==> config.mk <==
export PLATFORM = sky130hd
export DESIGN_NAME = minilab1
export DESIGN_NICKNAME = d
export VERILOG_FILES = /design/src/rtl/minilab1_pkg.sv /design/src/rtl/minilab1_fifo.sv /design/src/rtl/minilab1_mac_lane.sv /design/src/rtl/minilab1.sv
export SDC_FILE = /design/constraint.sdc
export NUM_CORES = 2
export LEC_CHECK = 0
export ABC_AREA = 0
export BUFFER_PORTS_ARGS = -buffer_cell sky130_fd_sc_hd__buf_4
export CORE_AREA = 2 2 510 512
export DETAILED_ROUTE_END_ITERATION = 10
export DIE_AREA = 0 0 512 514
export MAX_ROUTING_LAYER = met4
export PLACE_DENSITY_LB_ADDON = 0.15
export SYNTH_ARGS = -nofsm -noshare
export SYNTH_HDL_FRONTEND = slang
export SYNTH_SLANG_ARGS = --single-unit
export TNS_END_PERCENT = 30
==> constraint.sdc <==
create_clock -name CLOCK_50 -period 5.6 [get_ports CLOCK_50]
set_clock_uncertainty 0.2 [all_clocks]
set_input_delay 0.56 -clock CLOCK_50 [delete_from_list [all_inputs] [get_ports CLOCK_50]]
set_output_delay 0.56 -clock CLOCK_50 [all_outputs]
set_load 0.05 [all_outputs]
==> src/rtl/minilab1_pkg.sv <==
// minilab1_pkg: shared parameters, FSM state type, operand ROM contents and
// the hex-digit to seven-segment decoder used by the minilab1 top level.
package minilab1_pkg;

    localparam int N          = 8;
    localparam int DATA_W     = 8;
    localparam int ACC_W      = 24;
    localparam int FIFO_DEPTH = 8;
    localparam int ROM_WORDS  = N + 1;
    localparam int ROM_AW     = 4;

    typedef enum logic [2:0] {
        IDLE = 3'd0,
        READ = 3'd1,
        FILL = 3'd2,
        EXEC = 3'd3,
        DONE = 3'd4
    } state_t;

    // Word r (0..7) is row r of A, word 8 is B. Byte j (j = 0 is the MSB
    // byte) of word r is 16*r + j + 1, which is simply {r, j+1} as nibbles.
    function automatic logic [63:0] rom_word(input logic [ROM_AW-1:0] addr);
        logic [63:0] w;
        w = '0;
        if (addr <= 4'd8) begin
            for (int j = 0; j < 8; j++) begin
                w[(7 - j) * 8 +: 8] = {addr, 4'(j + 1)};
            end
        end
        return w;
    endfunction

    // Active-low segments, bit order {g,f,e,d,c,b,a}.
    function automatic logic [6:0] hex7seg(input logic [3:0] nib);
        logic [6:0] seg;
        case (nib)
            4'h0: seg = 7'h40;
            4'h1: seg = 7'h79;
            4'h2: seg = 7'h24;
            4'h3: seg = 7'h30;
            4'h4: seg = 7'h19;
            4'h5: seg = 7'h12;
            4'h6: seg = 7'h02;
            4'h7: seg = 7'h78;
            4'h8: seg = 7'h00;
            4'h9: seg = 7'h10;
            4'hA: seg = 7'h08;
            4'hB: seg = 7'h03;
            4'hC: seg = 7'h46;
            4'hD: seg = 7'h21;
            4'hE: seg = 7'h06;
            default: seg = 7'h0E;
        endcase
        return seg;
    endfunction

endpackage

==> src/rtl/minilab1_fifo.sv <==
// byte_fifo: FIFO_DEPTH x DATA_W FIFO with a registered pop output.
// Ports: clk, rst_n (async active-low), clr (sync empty), push/push_data,
// pop, pop_data (byte popped on the previous cycle), pop_valid.
// A push when full or a pop when empty is ignored.
module byte_fifo
    import minilab1_pkg::*;
(
    input  logic              clk,
    input  logic              rst_n,
    input  logic              clr,
    input  logic              push,
    input  logic [DATA_W-1:0] push_data,
    input  logic              pop,
    output logic [DATA_W-1:0] pop_data,
    output logic              pop_valid
);
    localparam int PTR_W = $clog2(FIFO_DEPTH);

    logic [DATA_W-1:0] mem [FIFO_DEPTH];
    logic [PTR_W-1:0]  wr_ptr_reg, rd_ptr_reg;
    logic [PTR_W:0]    count_reg;
    logic [DATA_W-1:0] pop_data_reg;
    logic              pop_valid_reg;
    logic              do_push, do_pop;

    assign do_push = push && (count_reg != (PTR_W + 1)'(FIFO_DEPTH)) && !clr;
    assign do_pop  = pop && (count_reg != '0) && !clr;

    // Storage carries no reset so it maps onto plain RAM.
    always_ff @(posedge clk) begin
        if (do_push) begin
            mem[wr_ptr_reg] <= push_data;
        end
    end

    // Pointers wrap naturally because FIFO_DEPTH is a power of two.
    always_ff @(posedge clk or negedge rst_n) begin
        if (!rst_n) begin
            wr_ptr_reg    <= '0;
            rd_ptr_reg    <= '0;
            count_reg     <= '0;
            pop_data_reg  <= '0;
            pop_valid_reg <= 1'b0;
        end else if (clr) begin
            wr_ptr_reg    <= '0;
            rd_ptr_reg    <= '0;
            count_reg     <= '0;
            pop_valid_reg <= 1'b0;
        end else begin
            pop_valid_reg <= do_pop;
            if (do_push) begin
                wr_ptr_reg <= wr_ptr_reg + 1'b1;
            end
            if (do_pop) begin
                rd_ptr_reg   <= rd_ptr_reg + 1'b1;
                pop_data_reg <= mem[rd_ptr_reg];
            end
            case ({do_push, do_pop})
                2'b10:   count_reg <= count_reg + 1'b1;
                2'b01:   count_reg <= count_reg - 1'b1;
                default: count_reg <= count_reg;
            endcase
        end
    end

    assign pop_data  = pop_data_reg;
    assign pop_valid = pop_valid_reg;

endmodule

==> src/rtl/minilab1_mac_lane.sv <==
// mac_lane: one row FIFO feeding an unsigned multiply-accumulate register.
// Ports: clk, rst_n (async active-low), clr (sync clear of FIFO and acc),
// push/push_data (row byte in), pop (shared with the B FIFO), b_in (B byte
// popped in the same cycle), acc_out (ACC_W-bit running sum, wraps).
module mac_lane
    import minilab1_pkg::*;
(
    input  logic              clk,
    input  logic              rst_n,
    input  logic              clr,
    input  logic              push,
    input  logic [DATA_W-1:0] push_data,
    input  logic              pop,
    input  logic [DATA_W-1:0] b_in,
    output logic [ACC_W-1:0]  acc_out
);
    logic [DATA_W-1:0]   a_data;
    logic                a_valid;
    logic [2*DATA_W-1:0] product;
    logic [ACC_W-1:0]    acc_reg;

    byte_fifo u_fifo (
        .clk       (clk),
        .rst_n     (rst_n),
        .clr       (clr),
        .push      (push),
        .push_data (push_data),
        .pop       (pop),
        .pop_data  (a_data),
        .pop_valid (a_valid)
    );

    // b_in is valid whenever a_valid is, since both FIFOs pop together.
    assign product = (2*DATA_W)'(a_data) * (2*DATA_W)'(b_in);

    always_ff @(posedge clk or negedge rst_n) begin
        if (!rst_n) begin
            acc_reg <= '0;
        end else if (clr) begin
            acc_reg <= '0;
        end else if (a_valid) begin
            acc_reg <= acc_reg + ACC_W'(product);
        end
    end

    assign acc_out = acc_reg;

endmodule

==> src/rtl/minilab1.sv <==
// minilab1: DE1-SoC top computing C = A*B (8x8 by 8x1 unsigned bytes).
// Ports: CLOCK_50 system clock; KEY[0] async reset (low), KEY[1] start,
// KEY[2] clear (low); SW[2:0] lane select; HEX5..HEX0 show the selected
// 24-bit result (active-low) in DONE, blank otherwise; LEDR[0] done,
// LEDR[3:1] FSM state. CLOCK2/3/4_50, KEY[3], SW[9:3] are unused.
module minilab1
    import minilab1_pkg::*;
(
    input  logic       CLOCK_50,
    input  logic       CLOCK2_50,
    input  logic       CLOCK3_50,
    input  logic       CLOCK4_50,
    input  logic [3:0] KEY,
    input  logic [9:0] SW,
    output logic [6:0] HEX0,
    output logic [6:0] HEX1,
    output logic [6:0] HEX2,
    output logic [6:0] HEX3,
    output logic [6:0] HEX4,
    output logic [6:0] HEX5,
    output logic [9:0] LEDR
);
    logic rst_n, start, clr;
    assign rst_n = KEY[0];
    assign start = KEY[1];
    assign clr   = ~KEY[2];

    logic unused_ok;
    logic b_valid_unused;
    assign unused_ok = ^{CLOCK2_50, CLOCK3_50, CLOCK4_50, KEY[3], SW[9:3], b_valid_unused};

    state_t              state_reg;
    logic [ROM_AW-1:0]   rom_addr_reg;
    logic [63:0]         rom_data_reg;
    logic [2:0]          byte_cnt_reg;
    logic [3:0]          exec_cnt_reg;
    logic [N-1:0]        push_a_reg;
    logic                push_b_reg;
    logic [DATA_W-1:0]   push_data_reg;
    logic                pop_reg;
    logic                done_reg;
    logic [DATA_W-1:0]   fill_byte;
    logic [DATA_W-1:0]   b_data;
    logic [ACC_W-1:0]    acc [N];
    logic [63:0]         rom [ROM_WORDS];

    // Operand ROM: constant contents, registered read.
    for (genvar gi = 0; gi < ROM_WORDS; gi++) begin : g_rom
        assign rom[gi] = rom_word(ROM_AW'(gi));
    end

    always_ff @(posedge CLOCK_50 or negedge rst_n) begin
        if (!rst_n) begin
            rom_data_reg <= '0;
        end else begin
            rom_data_reg <= rom[rom_addr_reg];
        end
    end

    // MSB byte first: byte_cnt 0 selects bits [63:56].
    assign fill_byte = rom_data_reg[{~byte_cnt_reg, 3'b000} +: 8];

    // Controls are registered, so each push lands one cycle after its FILL
    // cycle and each pop one cycle after its EXEC cycle. The popped bytes
    // reach the accumulators one cycle later still, hence EXEC runs 10
    // cycles: 8 pop requests plus the two-stage drain.
    always_ff @(posedge CLOCK_50 or negedge rst_n) begin
        if (!rst_n) begin
            state_reg     <= IDLE;
            rom_addr_reg  <= '0;
            byte_cnt_reg  <= '0;
            exec_cnt_reg  <= '0;
            push_a_reg    <= '0;
            push_b_reg    <= 1'b0;
            push_data_reg <= '0;
            pop_reg       <= 1'b0;
            done_reg      <= 1'b0;
        end else begin
            push_a_reg <= '0;
            push_b_reg <= 1'b0;
            pop_reg    <= 1'b0;
            if (clr) begin
                state_reg    <= IDLE;
                rom_addr_reg <= '0;
                byte_cnt_reg <= '0;
                exec_cnt_reg <= '0;
                done_reg     <= 1'b0;
            end else begin
                case (state_reg)
                    IDLE: begin
                        if (start) begin
                            state_reg    <= READ;
                            rom_addr_reg <= '0;
                        end
                    end
                    READ: begin
                        state_reg    <= FILL;
                        byte_cnt_reg <= '0;
                    end
                    FILL: begin
                        push_data_reg <= fill_byte;
                        if (rom_addr_reg == 4'd8) begin
                            push_b_reg <= 1'b1;
                        end else begin
                            push_a_reg[rom_addr_reg[2:0]] <= 1'b1;
                        end
                        byte_cnt_reg <= byte_cnt_reg + 1'b1;
                        if (byte_cnt_reg == 3'd7) begin
                            if (rom_addr_reg == 4'd8) begin
                                state_reg    <= EXEC;
                                exec_cnt_reg <= '0;
                                rom_addr_reg <= '0;
                            end else begin
                                state_reg    <= READ;
                                rom_addr_reg <= rom_addr_reg + 1'b1;
                            end
                        end
                    end
                    EXEC: begin
                        exec_cnt_reg <= exec_cnt_reg + 1'b1;
                        pop_reg      <= (exec_cnt_reg <= 4'd7);
                        if (exec_cnt_reg == 4'd9) begin
                            state_reg <= DONE;
                            done_reg  <= 1'b1;
                        end
                    end
                    DONE: begin
                        state_reg <= DONE;
                    end
                    default: begin
                        state_reg <= IDLE;
                    end
                endcase
            end
        end
    end

    byte_fifo u_fifo_b (
        .clk       (CLOCK_50),
        .rst_n     (rst_n),
        .clr       (clr),
        .push      (push_b_reg),
        .push_data (push_data_reg),
        .pop       (pop_reg),
        .pop_data  (b_data),
        .pop_valid (b_valid_unused)
    );

    for (genvar gi = 0; gi < N; gi++) begin : g_lane
        mac_lane u_lane (
            .clk       (CLOCK_50),
            .rst_n     (rst_n),
            .clr       (clr),
            .push      (push_a_reg[gi]),
            .push_data (push_data_reg),
            .pop       (pop_reg),
            .b_in      (b_data),
            .acc_out   (acc[gi])
        );
    end

    // Display
    logic [ACC_W-1:0] shown;
    logic [6:0]       hex_seg [6];

    assign shown = acc[SW[2:0]];

    for (genvar gi = 0; gi < 6; gi++) begin : g_hex
        assign hex_seg[gi] = (state_reg == DONE) ? hex7seg(shown[4*gi +: 4]) : 7'h7F;
    end

    assign HEX0 = hex_seg[0];
    assign HEX1 = hex_seg[1];
    assign HEX2 = hex_seg[2];
    assign HEX3 = hex_seg[3];
    assign HEX4 = hex_seg[4];
    assign HEX5 = hex_seg[5];
    assign LEDR = {6'b0, state_reg, done_reg};

endmodule

Word-level counts from Yosys, hierarchy flattened
Memory sizes are Yosys's and may differ from the RTL's. A register that Yosys moved wholly into a read port is not among the register bits.
Cells that the tools add are included.
{ "word_totals": {"mem_bits_ro": 1696, "out_inout_bits": 52, "mem_bits_rw": 576, "regBits": 323, "word_cells": 415, "inputBits": 18, "memories": 16} }
{ "op_classes": {"n_reduce_logical": 71, "n_eq_ne": 78, "n_addsub": 47, "mux": 135, "magnitude_cmp": 4, "n_bitwise": 3, "shifts": 1, "mul": 8} }
{ "mem_list": {"columns": ["name", "words", "word_bits", "rd", "rd_clocked_by_memory_dff", "wr", "line", "source"], "rows": [
  ["(no name shown)", 16, 64, 1, 1, 0, "minilab1.sv:56", "rom_data_reg <= rom[rom_addr_reg];"],
  ["(no name shown)", 16, 7, 1, 0, 0, "minilab1_pkg.sv:36", "case (nib)"],
  ["(no name shown)", 16, 7, 1, 0, 0, "minilab1_pkg.sv:36", null],
  ["(no name shown)", 16, 7, 1, 0, 0, "minilab1_pkg.sv:36", null],
  ["(no name shown)", 16, 7, 1, 0, 0, "minilab1_pkg.sv:36", null],
  ["(no name shown)", 16, 7, 1, 0, 0, "minilab1_pkg.sv:36", null],
  ["10 more memories", null, null, null, null, null, null, null]
]} }
{ "ops": {"columns": ["op", "n"], "rows": [
  ["two-way mux 24 bit", 18],
  ["adder 24 x 16 -> 24 bit", 8],
  ["multiplier 8 x 8 -> 16 bit", 8],
  ["two-way mux 3 bit", 41],
  ["case mux 4 bit (2 select lines)", 11],
  ["binary-select mux 24 bit (select 3 bit)", 1],
  ["two-way mux 4 bit", 16],
  ["indexed part select 64 x 7 -> 8 bit", 1],
  ["adder 3 x 1 -> 3 bit, second input constant", 19],
  ["inequality test 2 x 1 -> 1 bit, second input constant", 28],
  ["adder 4 x 1 -> 4 bit, second input constant", 11],
  ["two-way mux 7 bit", 6],
  ["logical AND 1 bit", 37],
  ["inequality test 3 x 1 -> 1 bit, second input constant", 12],
  ["inequality test 4 bit, second input constant", 9],
  ["nonzero test 4 bit", 9],
  ["subtractor 4 x 1 -> 4 bit, second input constant", 9],
  ["two-way mux 1 bit", 35],
  ["two-way mux 8 bit", 3],
  ["AND reduction 2 bit", 11],
  ["== test 2 x 1 -> 1 bit, second input constant", 9],
  ["== test 2 bit, second input constant", 9],
  ["case mux 3 bit (5 select lines)", 1],
  ["inequality test 3 bit, second input constant", 4],
  ["17 further kinds", 31]
]} }

Logic depth before layout (Yosys ltp)
{ "depth": {"ltp_word": 7, "ltp_mapped": 21, "mapped_depth_nobuf": 19} }

By module
Synthesis repeated with hierarchy kept, for this count alone.
{ "hier_totals": {"cells_unflattened": 6003, "area_unflattened_um2": 67373.4} }
{ "modules_own_cells": {"columns": ["module", "seq_area_each_um2", "area_each_um2", "cells_each", "instances"], "rows": [
  ["byte_fifo", 2397.3, 3492.1, 218, 9],
  ["mac_lane at g_lane[0].u_lane ...", 600.6, 3911.3, 451, 2],
  ["mac_lane at g_lane[5].u_lane ...", 600.6, 3873.7, 440, 2],
  ["minilab1", 950.9, 5047.3, 520, 1],
  ["mac_lane at g_lane[4].u_lane", 600.6, 3891.2, 446, 1],
  ["mac_lane at g_lane[3].u_lane", 600.6, 3872.5, 436, 1],
  ["mac_lane at g_lane[2].u_lane", 600.6, 3824.9, 431, 1],
  ["mac_lane at g_lane[7].u_lane", 600.6, 3738.6, 426, 1]
]} }

Worst setup path before layout
Ideal clock, no wire load.
{ "synth_path": {"kind": "flip-flop to flip-flop", "start": "reg u_fifo_b.pop_data_reg[0] (netlist: u_fifo_b.pop_data[0]), read port of u_fifo_b.mem", "end": "reg g_lane[5].u_lane.acc_reg[18]", "setup_time_ps": 132, "path_buffers": 2, "stages_incl_launch_ff": 20, "setup_slack_ps": 498, "t_arrival_ps": 4770, "cell_sequence": "dfrtp_1 -> clkbuf_1 -> clkbuf_1 -> nand2_1 -> fa_1 -> inv_1 -> fa_1 -> inv_1 -> fa_1 -> fa_1 -> inv_1 -> ha_1 -> or3_1 -> a311o_1 -> a31oi_1 -> a21oi_1 -> a31o_2 -> nand2_1 -> xor2_1 -> nor2_1"} }
{ "synth_between": {"elab_chain_len": 4} }
{ "synth_rtl": {"columns": ["item", "line", "source"], "rows": [
  ["from (decl)", "minilab1_fifo.sv:22", "logic [DATA_W-1:0] pop_data_reg;"],
  ["multiplier 8 x 8 -> 16 bit", "minilab1_mac_lane.sv:34", "assign product = (2*DATA_W)'(a_data) * (2*DATA_W)'(b_in);"],
  ["adder 24 x 16 -> 24 bit", "minilab1_mac_lane.sv:42", "acc_reg <= acc_reg + ACC_W'(product);"],
  ["two-way mux 24 bit", "minilab1_mac_lane.sv:41", "end else if (a_valid) begin"],
  ["two-way mux 24 bit", "minilab1_mac_lane.sv:39", "end else if (clr) begin"],
  ["to (signal assigned)", "minilab1_mac_lane.sv:42", null],
  ["to (decl)", "minilab1_mac_lane.sv:20", "logic [ACC_W-1:0] acc_reg;"]
]} }
Every way passes these cells. The select of a mux whose other input is x is not followed.
A chain may end at the register's enable or synchronous reset.

Worst setup path in the final report
{ "layout_path": {"start": "reg u_fifo_b.pop_data_reg[1] (netlist: u_fifo_b.pop_data[1]), read port of u_fifo_b.mem", "end": "reg g_lane[1].u_lane.acc_reg[22]"} }
{ "layout_between": {"elab_chain_len": 4} }
{ "layout_rtl": {"columns": ["item", "line"], "rows": [
  ["multiplier 8 x 8 -> 16 bit", "minilab1_mac_lane.sv:34"],
  ["adder 24 x 16 -> 24 bit", "minilab1_mac_lane.sv:42"],
  ["two-way mux 24 bit", "minilab1_mac_lane.sv:41"],
  ["two-way mux 24 bit", "minilab1_mac_lane.sv:39"],
  ["to (signal assigned)", "minilab1_mac_lane.sv:42"],
  ["to (decl)", "minilab1_mac_lane.sv:20"]
]} }
Every way passes these cells. The select of a mux whose other input is x is not followed.

==> impl_summary.txt <==
----------------------------------------------------
[Status]
  Outcome ... completed

[Critical path]
  Chain of cells forming the critical path ... clkbuf_4 > nand2_1 > fa_1 > inv_1 > fa_1 > fa_1 > inv_1 > fa_1 > inv_1 > ha_1 > o21ai_0 > a2111oi_2 > a2bb2oi_1 > a21oi_1 > a31oi_1 > or3_1 > a21oi_1
  Worst-case register-to-register setup slack ... 0.32 ns
  Type of the setup path with the least slack ... reg2reg
  Biggest fanout along the worst timing path ... 6
  Startpoint type of the worst setup path ... flop
  Critical path destination ... g_lane[1].u_lane.acc_out[22]
  Critical path data arrival time ... 5.78 ns
  Endpoint required time on the critical path ... 6.10 ns
  Critical register-to-register path startpoint ... u_fifo_b.pop_data[1]
  Cell depth of the worst flop-to-flop path ... 17
  Highest-delay cell along the critical path ... fa_1
  Origin of the worst setup path ... u_fifo_b.pop_data[1]
  Critical R2R Capture ... g_lane[1].u_lane.acc_out[22]
  Critical Path End Type ... flop
  Most frequent cell on the critical path ... fa_1
  Largest stage delay on the critical path ... 0.55 ns

[Finish]
  Register with the most flip-flops ... g_lane.u_lane.u_fifo.mem
  Cell Count, Final, Fillers Out ... 9177
  Number of nets in the finished design ... approximately 6.5k
  Commonest cells after routing, fill and taps aside ... inv_1 (856), edfxtp_1 (576), nand2_1 (549)
  Max reg flops ... approximately 510
  Leading cell type in the layout, fill and taps excluded ... inv_1
  Area growth from synthesis to layout ... 13.9%
  Fraction of layout instances using a drive strength above 1 ... 0.106

[Clock network]
  Clock-pin slew of the registers on the worst-case setup and hold paths ... 0.06 ns
  Maximum count of clock buffers along a single path ... 3
  Clock sinks ... about 980
  Worst-skew pair later-pin latency ... 0.78 ns
  Master cell of the clock root buffer ... clkbuf_16
  Clock tree from TritonCTS ... built
  Maximum level of the CTS H-tree ... 3
  Number of CTS-inserted buffers ... 116

[Detailed routing]
  First DRT Iteration DRCs ... 2083
  Antenna-violating nets left ... 0
  Total iterations of the first detailed-routing run ... 5
  WL per Instance ... 18.9 um
  Via total after detailed routing ... 40.0k
  Detail-routed via count per cell ... ~4.4
  Drt total wl ... roughly 170 mm
  DRC errors left ... 0

[Yosys]
  Warnings from Yosys ... 0
  Share of synthesized flip-flops with an asynchronous set or reset ... 0.410
  Top post-synthesis cells by area ... edfxtp_1 (27%), dfrtp_1 (16%), fa_1 (13%), ha_1 (7.9%), mux4_2 (6.4%)
  Fraction of the yosys area taken by sequential cells ... 0.426
  Area of the mapped netlist ... 64100 um2
  Most area-hungry cell type in the Yosys netlist ... edfxtp_1
  Post-synthesis cell type count ... 80
  Most frequently used flop master after synthesis ... edfxtp_1
  Area share of the largest cell type after synthesis ... 0.270
  Instance count of the mapped netlist ... 5619
  Number of flip-flops and latches in the synthesized netlist ... 976
  Average size of a mapped cell ... 11.4 um2
  Number of enable-type register cells in the synthesized netlist ... 576

[Timing]
  Worst-margin pin slew ... 1.08 ns
  Number of slew-limit violations in the final report ... 0
  Final period demand of the worst path ... 5.28 ns
  Final worst-path cycle share ... 0.943
  Relative slew margins ... 0.277
  Hold slack final ... 0.137 ns
  Number of setup violations in the final report ... 0
  Hold Vio Cnt, Final ... 0
  Fmax ... 189 MHz

[Floorplanning]
  Std-Cell Core Area ... between 200000 and 300000 um2
  Io pins ... 70
  Initial standard-cell utilization of the core ... 0.248
  Area of the die ... 263000 um2
  Num rows ... 187
  Horiz. Die Dim ... 512 um
  Height of the die ... 514 um

[Hold path]
  Type of the worst min-delay path ... in2reg

[Power and ir drop]
  Leakage power summed over all cells ... 31.1 nW
  Cell Pwr Density ... ~220 nW/um2
  Max VDD drop ... 271 uV

[Global routing]
  Wire length of the first global-routing pass ... 266 mm
  Global router's overall resource usage ... 0.136
  Initial antenna violation count ... 7
  Number of global-route vias before repair ... 42.2k
  Grt ovf ... 0
  Largest net degree at the start of global routing ... 132

[Flow run]
  Count of max-cap constraint violations ... 0

[Placed design]
  Input/output buffers ... between 50 and 60
  Final Wtd Congestion ... 0.801
  Sum of net half-perimeters after detailed placement ... roughly 130 mm
  Inst Count DP ... 8948

----------------------------------------------------
-- repair_timing --
| action | 4_1_cts | 5_1_grt |
|---|---|---|
| endpoints found under the setup margin | 0 | 21 |
| resized for setup | 0 | 13 |
| hold buffers | 2 | 0 |
| endpoints found under the hold margin | 66 | 0 |
| buffers inserted | 0 | 1 |
-- cell families (layout without fill, tap and decap cells) --
logic type | after synthesis | after routing | synth area share
other cells | 2 | 17 | 0.000117
simple gates | 1498 | 1498 | 0.110
fa+ha+maj | 815 | 815 | 0.207
compound gates | 612 | 612 | 0.0599
flops | 976 | 976 | 0.426
xor+xnor | 185 | 185 | 0.0253
buf+inv | 1108 | 1249 | 0.0670
mux | 423 | 423 | 0.105
-- Yosys cell counts, drive strengths merged, types with 33 or more instances --
library cell	n
inv	857
edfxtp	576
nand2	549
fa	409
ha	406
dfrtp	400
nor2	349
and2	302
mux2i	210
mux4	193
o21ai	190
clkbuf	170
a21oi	157
xnor2	126
buf	78
xor2	59
nand3	54
a21o	52
nor3	52
nand2b	48
or3	40
a211oi	33
-- layout make-up --
class,instances,area [um2]
clock buffers,143,3110
inverters,860,3240
clock inverters,73,940
flip-flops and latches,976,27300
well taps,3402,4260
fillers,26700,185000
multi-input cells,3540,32600
repair buffers,173,1510
diodes,10,25.0
-- routing by layer --
layer / vias to the layer above / track usage / part of all wire
met5: - / - / 0
met1: 20400 / 0.173 / 0.46
met3: 153 / 0.0166 / 0.030
met4: 0 / 0.0421 / 0.027
met2: 447 / 0.225 / 0.49
li1: 19000 / - / -
-- metrics by stage --
step           utilization  cell area [um2]  TNS [ns]  setup WS [ns]  power (mW)
2_1_floorplan            -            64100         0          0.498        8.00
3_3_place_gp         0.267            68900         0          0.107        8.22
3_5_place_dp         0.267            68900         0          0.165        8.23
4_1_cts              0.283            72900         0          0.158        16.5
5_1_grt              0.283            73000   -0.0158        -0.0158        16.7
6_report             0.283            73000         0          0.320        16.1
-- how the worst min path moves through the flow --
stage / start / end / slack, ns / cells after the start
3_5_place_dp: rom_data_reg[60] / push_data_reg[4] / 0.23 / 2
6_report: KEY[2] / g_lane[1].u_lane.u_fifo.count_reg[3] / 0.14 / 2
5_1_grt: KEY[2] / g_lane[3].u_lane.acc_out[7] / 0.09 / 2
2_1_floorplan: KEY[0] / byte_cnt_reg[0] / 0.06 / 0
3_3_place_gp: rom_data_reg[62] / push_data_reg[6] / 0.22 / 2
4_1_cts: KEY[2] / g_lane[1].u_lane.u_fifo.count_reg[3] / 0.05 / 2
-- critical path, delay by kind of cell, from the launching register on --
kind / cells / cell delay [ns]
and+or+nand+nor: 2 / 0.42
adders and majority gates: 5 / 2.32
AOI/OAI and AO/OA: 6 / 1.37
DFF: 1 / 0.50
buffers and inverters: 4 / 0.38
-- power by group --
group          internal [mW]  total [mW]  switching [mW]
sequential              7.68        7.71          0.0335
combinational         0.0575       0.350           0.293
clock                   4.75        8.06            3.30
Power figures use the tool's default switching activity.
